[src/rtl/apb_led_ctrl.sv]
// apb_led_ctrl: APB slave driving a bank of registered LED outputs.
// Registers (word offsets): 0x0 CTRL, 0x4 LED_VAL, 0x8 PRESCALE, 0xC STATUS.
// Every transfer moves through IDLE -> SETUP -> WAIT -> ACCESS. pready is
// high only in ACCESS, and writes commit only at the end of that cycle.
// Optional feature macro: LED_BLINK_EN adds the blink prescaler, the blink
// phase, CTRL.BLINK and the PRESCALE/STATUS contents. Without the macro,
// led_o = EN ? LED_VAL : 0.
// Handshake: a transfer is one setup beat (psel=1, penable=0) followed by
// access beats (psel=1, penable=1) held until pready=1. Dropping psel before
// ACCESS aborts the transfer, and an aborted transfer changes nothing.
module apb_led_ctrl #(
  parameter int PADDR_WIDTH = 16,
  parameter int DATA_WIDTH  = 32,
  parameter int LED_NUM     = 8,
  parameter int PRESC_WIDTH = 16
) (
  input  logic                    pclk,
  input  logic                    presetn,
  input  logic                    psel,
  input  logic                    penable,
  input  logic                    pwrite,
  input  logic [PADDR_WIDTH-1:0]  paddr,
  input  logic [DATA_WIDTH-1:0]   pwdata,
  input  logic [DATA_WIDTH/8-1:0] pstrb,
  output logic                    pready,
  output logic [DATA_WIDTH-1:0]   prdata,
  output logic [LED_NUM-1:0]      led_o
);

  typedef enum logic [1:0] {
    ST_IDLE   = 2'd0,
    ST_SETUP  = 2'd1,
    ST_WAIT   = 2'd2,
    ST_ACCESS = 2'd3
  } state_t;

  state_t r_state;
  state_t w_state_nxt;

  logic                  r_en;
  logic [LED_NUM-1:0]    r_led_val;
  logic [LED_NUM-1:0]    r_led_o;
  logic                  w_blink;
  logic                  w_addr_hit;
  logic                  w_commit;
  logic                  w_wr_ctrl;
  logic                  w_wr_led;
  logic [DATA_WIDTH-1:0] w_reg_rd;
  logic [DATA_WIDTH-1:0] w_merge;
  logic [LED_NUM-1:0]    w_led_nxt;
  logic                  w_unused_ok;

`ifdef LED_BLINK_EN
  logic                   r_blink;
  logic [PRESC_WIDTH-1:0] r_presc;
  logic [PRESC_WIDTH-1:0] r_cnt;
  logic                   r_phase;
  logic                   w_wr_presc;
  assign w_blink = r_blink;
`else
  assign w_blink = 1'b0;
`endif

  // State register; reset also abandons any transfer in flight.
  always_ff @(posedge pclk or negedge presetn) begin
    if (!presetn) r_state <= ST_IDLE;
    else          r_state <= w_state_nxt;
  end

  // Next-state logic; losing psel before ACCESS aborts the transfer.
  always_comb begin
    w_state_nxt = r_state;
    case (r_state)
      ST_IDLE:   if (psel && !penable) w_state_nxt = ST_SETUP;
      ST_SETUP:  if (!psel)            w_state_nxt = ST_IDLE;
                 else if (penable)     w_state_nxt = ST_WAIT;
      ST_WAIT:   if (!psel)            w_state_nxt = ST_IDLE;
                 else                  w_state_nxt = ST_ACCESS;
      ST_ACCESS: if (psel && !penable) w_state_nxt = ST_SETUP;
                 else                  w_state_nxt = ST_IDLE;
      default:                         w_state_nxt = ST_IDLE;
    endcase
  end

  assign pready     = (r_state == ST_ACCESS);
  assign w_addr_hit = (paddr[PADDR_WIDTH-1:4] == '0);
  assign w_commit   = pready && psel && pwrite && w_addr_hit;
  assign w_wr_ctrl  = w_commit && (paddr[3:2] == 2'd0);
  assign w_wr_led   = w_commit && (paddr[3:2] == 2'd1);
`ifdef LED_BLINK_EN
  assign w_wr_presc = w_commit && (paddr[3:2] == 2'd2);
`endif

  // Register read mux; unmapped offsets and absent fields read as zero.
  always_comb begin
    w_reg_rd = '0;
    if (w_addr_hit) begin
      case (paddr[3:2])
        2'd0: w_reg_rd = DATA_WIDTH'({w_blink, r_en});
        2'd1: w_reg_rd = DATA_WIDTH'(r_led_val);
`ifdef LED_BLINK_EN
        2'd2: w_reg_rd = DATA_WIDTH'(r_presc);
        2'd3: w_reg_rd = DATA_WIDTH'(r_phase) | (DATA_WIDTH'(r_cnt) << 16);
`endif
        default: w_reg_rd = '0;
      endcase
    end
  end

  assign prdata = (pready && !pwrite) ? w_reg_rd : '0;

  // Byte-lane merge: strobed lanes take pwdata, others keep the current value.
  always_comb begin
    w_merge = w_reg_rd;
    for (int i = 0; i < DATA_WIDTH / 8; i++) begin
      if (pstrb[i]) w_merge[8*i +: 8] = pwdata[8*i +: 8];
    end
  end

  // CTRL and LED_VAL registers, written only at the end of ACCESS.
  always_ff @(posedge pclk or negedge presetn) begin
    if (!presetn) begin
      r_en      <= 1'b0;
      r_led_val <= '0;
    end else begin
      if (w_wr_ctrl) r_en      <= w_merge[0];
      if (w_wr_led)  r_led_val <= w_merge[LED_NUM-1:0];
    end
  end

`ifdef LED_BLINK_EN
  // BLINK bit and PRESCALE terminal count.
  always_ff @(posedge pclk or negedge presetn) begin
    if (!presetn) begin
      r_blink <= 1'b0;
      r_presc <= '0;
    end else begin
      if (w_wr_ctrl)  r_blink <= w_merge[1];
      if (w_wr_presc) r_presc <= w_merge[PRESC_WIDTH-1:0];
    end
  end

  // Prescaler and phase; a PRESCALE write restarts the count and beats a wrap.
  always_ff @(posedge pclk or negedge presetn) begin
    if (!presetn) begin
      r_cnt   <= '0;
      r_phase <= 1'b0;
    end else if (w_wr_presc) begin
      r_cnt   <= '0;
    end else if (!(r_en && r_blink)) begin
      r_cnt   <= '0;
      r_phase <= 1'b0;
    end else if (r_cnt == r_presc) begin
      r_cnt   <= '0;
      r_phase <= ~r_phase;
    end else begin
      r_cnt   <= r_cnt + PRESC_WIDTH'(1);
    end
  end

  // LED pattern gated by enable and, while blinking, by the phase.
  always_comb begin
    w_led_nxt = '0;
    if (r_en && (!r_blink || r_phase)) w_led_nxt = r_led_val;
  end
`else
  // LED pattern gated by enable only.
  always_comb begin
    w_led_nxt = '0;
    if (r_en) w_led_nxt = r_led_val;
  end
`endif

  // Registered LED drive, one cycle behind the register state.
  always_ff @(posedge pclk or negedge presetn) begin
    if (!presetn) r_led_o <= '0;
    else          r_led_o <= w_led_nxt;
  end

  assign led_o = r_led_o;

  // Byte offset bits and merged lanes beyond the implemented fields.
  assign w_unused_ok = ^{paddr[1:0], w_merge};

endmodule
[config.mk]
export PLATFORM = sky130hd
export DESIGN_NAME = apb_led_ctrl
export DESIGN_NICKNAME = d
export VERILOG_FILES = /design/src/rtl/apb_led_ctrl.sv
export SDC_FILE = /design/constraint.sdc
export NUM_CORES = 1
export LEC_CHECK = 0
export ABC_AREA = 1
export BUFFER_PORTS_ARGS = -buffer_cell sky130_fd_sc_hd__buf_4
export CAP_MARGIN = 20
export CELL_PAD_IN_SITES_DETAIL_PLACEMENT = 0
export CELL_PAD_IN_SITES_GLOBAL_PLACEMENT = 1
export CORE_MARGIN = 2
export CORE_UTILIZATION = 23
export DETAILED_ROUTE_END_ITERATION = 10
export GPL_ROUTABILITY_DRIVEN = 0
export PLACE_DENSITY_LB_ADDON = 0.1
export SYNTH_ARGS = -nofsm -noshare
export SYNTH_HDL_FRONTEND = slang
export SYNTH_SLANG_ARGS = --single-unit
[constraint.sdc]
create_clock -name pclk -period 0.94 [get_ports pclk]
set_input_delay 0.094 -clock pclk [delete_from_list [all_inputs] [get_ports pclk]]
set_output_delay 0.094 -clock pclk [all_outputs]
set_load 0.03 [all_outputs]
## Word level (Yosys, flattened, before mapping)

Cells that the tools add are included.

- Reduce and logical (&&, ||, !) cells: 13
- Multiplexer cells: 11
- Equal/unequal tests: 6

Operators with widths:

| kind | count |
|---|---|
| 2-to-1 mux 32 bit | 1 |
| 2-to-1 mux 8 bit | 3 |
| one-hot mux 8 bit (2 select lines) | 1 |
| logical NOT 12 bit | 1 |
| 2-to-1 mux 2 bit | 4 |
| one-hot mux 2 bit (4 select lines) | 1 |
| logical AND 1 bit | 7 |
| equality test 2 x 1 -> 1 bit, second input constant | 2 |
| equality test 2 bit, second input constant | 2 |
| logical NOT 2 bit | 2 |
| != test 3 bit, second input constant | 1 |
| logical NOT 1 bit | 2 |
| != test 2 bit, second input constant | 1 |
| AND reduction 2 bit | 1 |
| 2-to-1 mux 1 bit | 1 |

- Input port bits: 57
- Register bits: 19

## Logic depth before layout (Yosys ltp)

- Depth after elaboration: 5
- Depth in mapped cells: 8
- Gate-level depth less buffers: 7

## Worst setup path before layout

OpenSTA, ideal clock, no wires.

- Kind: register to output
- Start: register r_state[1]
- End: output prdata[0]
- Stages on the path, launching flop included: 5
- Arrival time: 1324 ps
- Path slack: -478 ps
- Cells stage by stage: dfrtp_1 > nand2_1 > inv_1 > nand2_1 > nor2_1

- Cells in the longest elaborated chain, start to end: 3

RTL lines:

| item | RTL line | source |
|---|---|---|
| from (decl) | 37 | `state_t r_state;` |
| from (signal assigned) | 67 | `else r_state <= w_state_nxt;` |
| equality test 2 bit | 85 | `assign pready = (r_state == ST_ACCESS);` |
| named net pready | 25 | `output logic pready,` |
| logical AND 1 bit | 110 | `assign prdata = (pready && !pwrite) ? w_reg_rd : '0;` |
| 2-to-1 mux 32 bit | 110 |  |
| to (decl) | 26 | `output logic [DATA_WIDTH-1:0] prdata,` |

The timed path passes the listed nets, and every way through them passes these cells.

## Final worst setup path

- Start: register r_state[0]
- End: output prdata[2]

- Cells in the longest elaborated chain, start to end: 3

RTL lines:

| item | RTL line |
|---|---|
| equality test 2 bit | 85 |
| logical AND 1 bit | 110 |
| 2-to-1 mux 32 bit | 110 |

No other way between the ends.

==> metrics.yaml <==
status: "finished with violations"
violations: "setup timing"
pwr-share-clk_pct: 32.6
r2r_start: "r_state[0]"
syn-mean-instance-area_sq_um: 6.90
wl_per_cell_microns: 10.0
synth-adder-area-share_pct: 0
endpoint_kind: "output port"
final_common_cell: "buf_4"
finalCriticalPeriod_ns: 1.34
finalSetupViolCount: 19
die_w_microns: 78.3
yosys_warnings: 0
dp_hpwl_microns: 2470
layout_common_cells: "56 x buf_4, 51 x nand2_1, 25 x inv_1"
syn_inst: 184
rsz0062_at_grt: "yes"
seq_area_frac_synth_pct: 37.5
postRouteWirelength_microns: 3220
power_density_nw_per_um2: 881
via_per_inst: 3.73
grt_antenna_before_repair: 0
r2r_slack_ns: -0.35
drcViolationCount: 0
p_int_mw: 1.24
period_share_pct: 142
p_leak_nw: 1.15
whs_ns: 0.0140
fin_skew_ns: 0.00205
grt_pass1_vias: 1141
drt_first_pass_iters: 6
syn_area_sq_um: 1270
cp.arrival_ns: 1.25
drive_gt1_share_pct: 42.8
synth-xor-area-share_pct: 0
antenna_cells: 0
timing.rr.end: "r_led_val[5]"
grt.overflow.total: 0
synthSimpleGateAreaFrac_pct: 35.9
ios: 98
p_sw_uw: 518
clockBufferDepth: 2
p_seq_share_pct: 46.9
vdd_drop_max_v: 0.000341
synth_top_family_by_area: "simple AND/OR/NAND/NOR gates"
post-place-ws_ns: -0.287
htree_levels: 1
path_class: "reg -> out"
report.final.hold_viol_count: 0
fillers: 596
core-area_sq_um: 5410
cts_num_sinks: 19
dieHeight_microns: 78.3
hold_start: "penable"
final_nets: 308
hold_path.class: "in -> reg"
ys_ff_latch: 19
insertion_delay_ns: 0.25
ant_nets: 0
floorplan.initialDensity_pct: 23.5
path_max_fanout: 8
start_kind: "flop"
synthDistinctLibCells: 18
syn2layout_area_growth_pct: 57.7
drtIter0Drc: 47
swShare_pct: 29.4
multi_input_area_sq_um: 736
row_count: 27
grt_pass1_wl_microns: 5280
synth_compound_area_share_pct: 1.38
pwr-share-comb_pct: 20.5
vias: 1201
synth.mux.area_fraction_pct: 0
maxSlewViolCount: 0
worstHoldPathCells: 2
grt_max_degree: 20
worst_slack_ns: -0.399
clk_pin_slew_ns: 0.07
port_buffers: 44
rr_worst_depth: 6
grtUsageTotal_pct: 10.8
setup_tns_ns: -6.65
cts_buffers: 3
regArea_sq_um: 475
root_buffer: "clkbuf_8"
fmax_ghz: 0.747
min_to: "r_state[0]"
die_area_sq_um: 6130
cts_tree: "yes"
crit_required_ns: 0.85
post_cts_buffers: 0
maxCapViolCount: 0
[state kept, by name, summed over array words and instances, names as in the netlist]
signal / cells
r_en: 1
r_state: 2
r_led_val: 8
led_o: 8
[cell families (layout without fill, tap and decap cells)]
| group | Yosys count | after routing |
|---|---|---|
| simple gates | 105 | 106 |
| compound gates | 3 | 3 |
| flops | 19 | 19 |
| buf+inv | 56 | 98 |
| other cells | 1 | 24 |
[worst max path at each step]
stage	from	cells past startpoint	to	slack (ns)
6_report	r_state[0]	6	prdata[2]	-0.40
5_1_grt	r_state[0]	6	prdata[3]	-0.48
4_1_cts	r_state[0]	6	prdata[0]	-0.43
3_5_place_dp	paddr[11]	8	prdata[0]	-0.29
3_3_place_gp	paddr[11]	8	prdata[0]	-0.29
2_1_floorplan	r_state[1]	6	r_led_val[0]	-0.08
[critical path: stages, from the launching register on]
cell,delay (ns)
dfrtp_1,0.37
nand2_2,0.09
buf_6,0.13
inv_6,0.06
nand2_8,0.10
nor2_4,0.10
buf_6,0.13
[synth_stat cells]
master    instances  share of area (%)
a211oi_1          1               0.59
a21oi_1           1               0.39
and2_2            1               0.59
buf_2             3                1.2
buf_4            25                 15
buf_6             1               0.89
clkinv_2          1               0.39
conb_1            1               0.30
dfrtp_1          19                 37
inv_1            26                7.7
nand2_1          68                 20
nand3_1           2               0.79
nand4_1           8                3.9
nand4_4           1                1.7
nor2_1           22                6.5
nor2_2            2               0.99
nor3_4            1                1.3
o21ai_0           1               0.39
[power groups by stage]
stage	clock (mW)	combinational, mW	sequential [mW]
6_report	0.575	0.361	0.826
5_1_grt	0.653	0.392	0.827
2_1_floorplan	0	0.279	0.842
3_3_place_gp	0	0.349	0.842
3_5_place_dp	0	0.348	0.842
4_1_cts	0.599	0.357	0.826
[area by class of cell]
cell class                      count  area share [%]
Multi-Input combinational cell    133            36.8
Timing Repair Buffer               67            27.1
Sequential cell                    19            23.8
Inverter                           27            5.57
Tap cell                           72            4.50
Clock buffer                        4            2.25
[through the flow]
| step | utilization [%] | power (mW) | cells | area [sq um] |
|---|---|---|---|---|
| 3_3_place_gp | 34.4 | 1.19 | 316 | 1860 |
| 3_5_place_dp | 34.4 | 1.19 | 316 | 1860 |
| 6_report | 37.0 | 1.76 | 322 | 2000 |
| 5_1_grt | 37.0 | 1.87 | 322 | 2000 |
| 2_1_floorplan | - | 1.12 | 207 | 1500 |
| 4_1_cts | 36.4 | 1.78 | 321 | 1970 |
[routing by layer]
layer	global-route usage, %	vias up	wire length, microns
li1	-	643	-
met4	4.74	0	47
met2	17.2	46	1500
met3	1.38	4	186
met5	0	-	0
met1	14.8	508	1490
[what timing repair did]
item	CTS	global route
resized for setup	13	9
endpoints found under the hold margin	19	0
pin swaps	5	16
cloned	0	1
endpoints found under the setup margin	19	19
hold buffers	1	0
No activity file was read; power rests on OpenSTA's default activity.
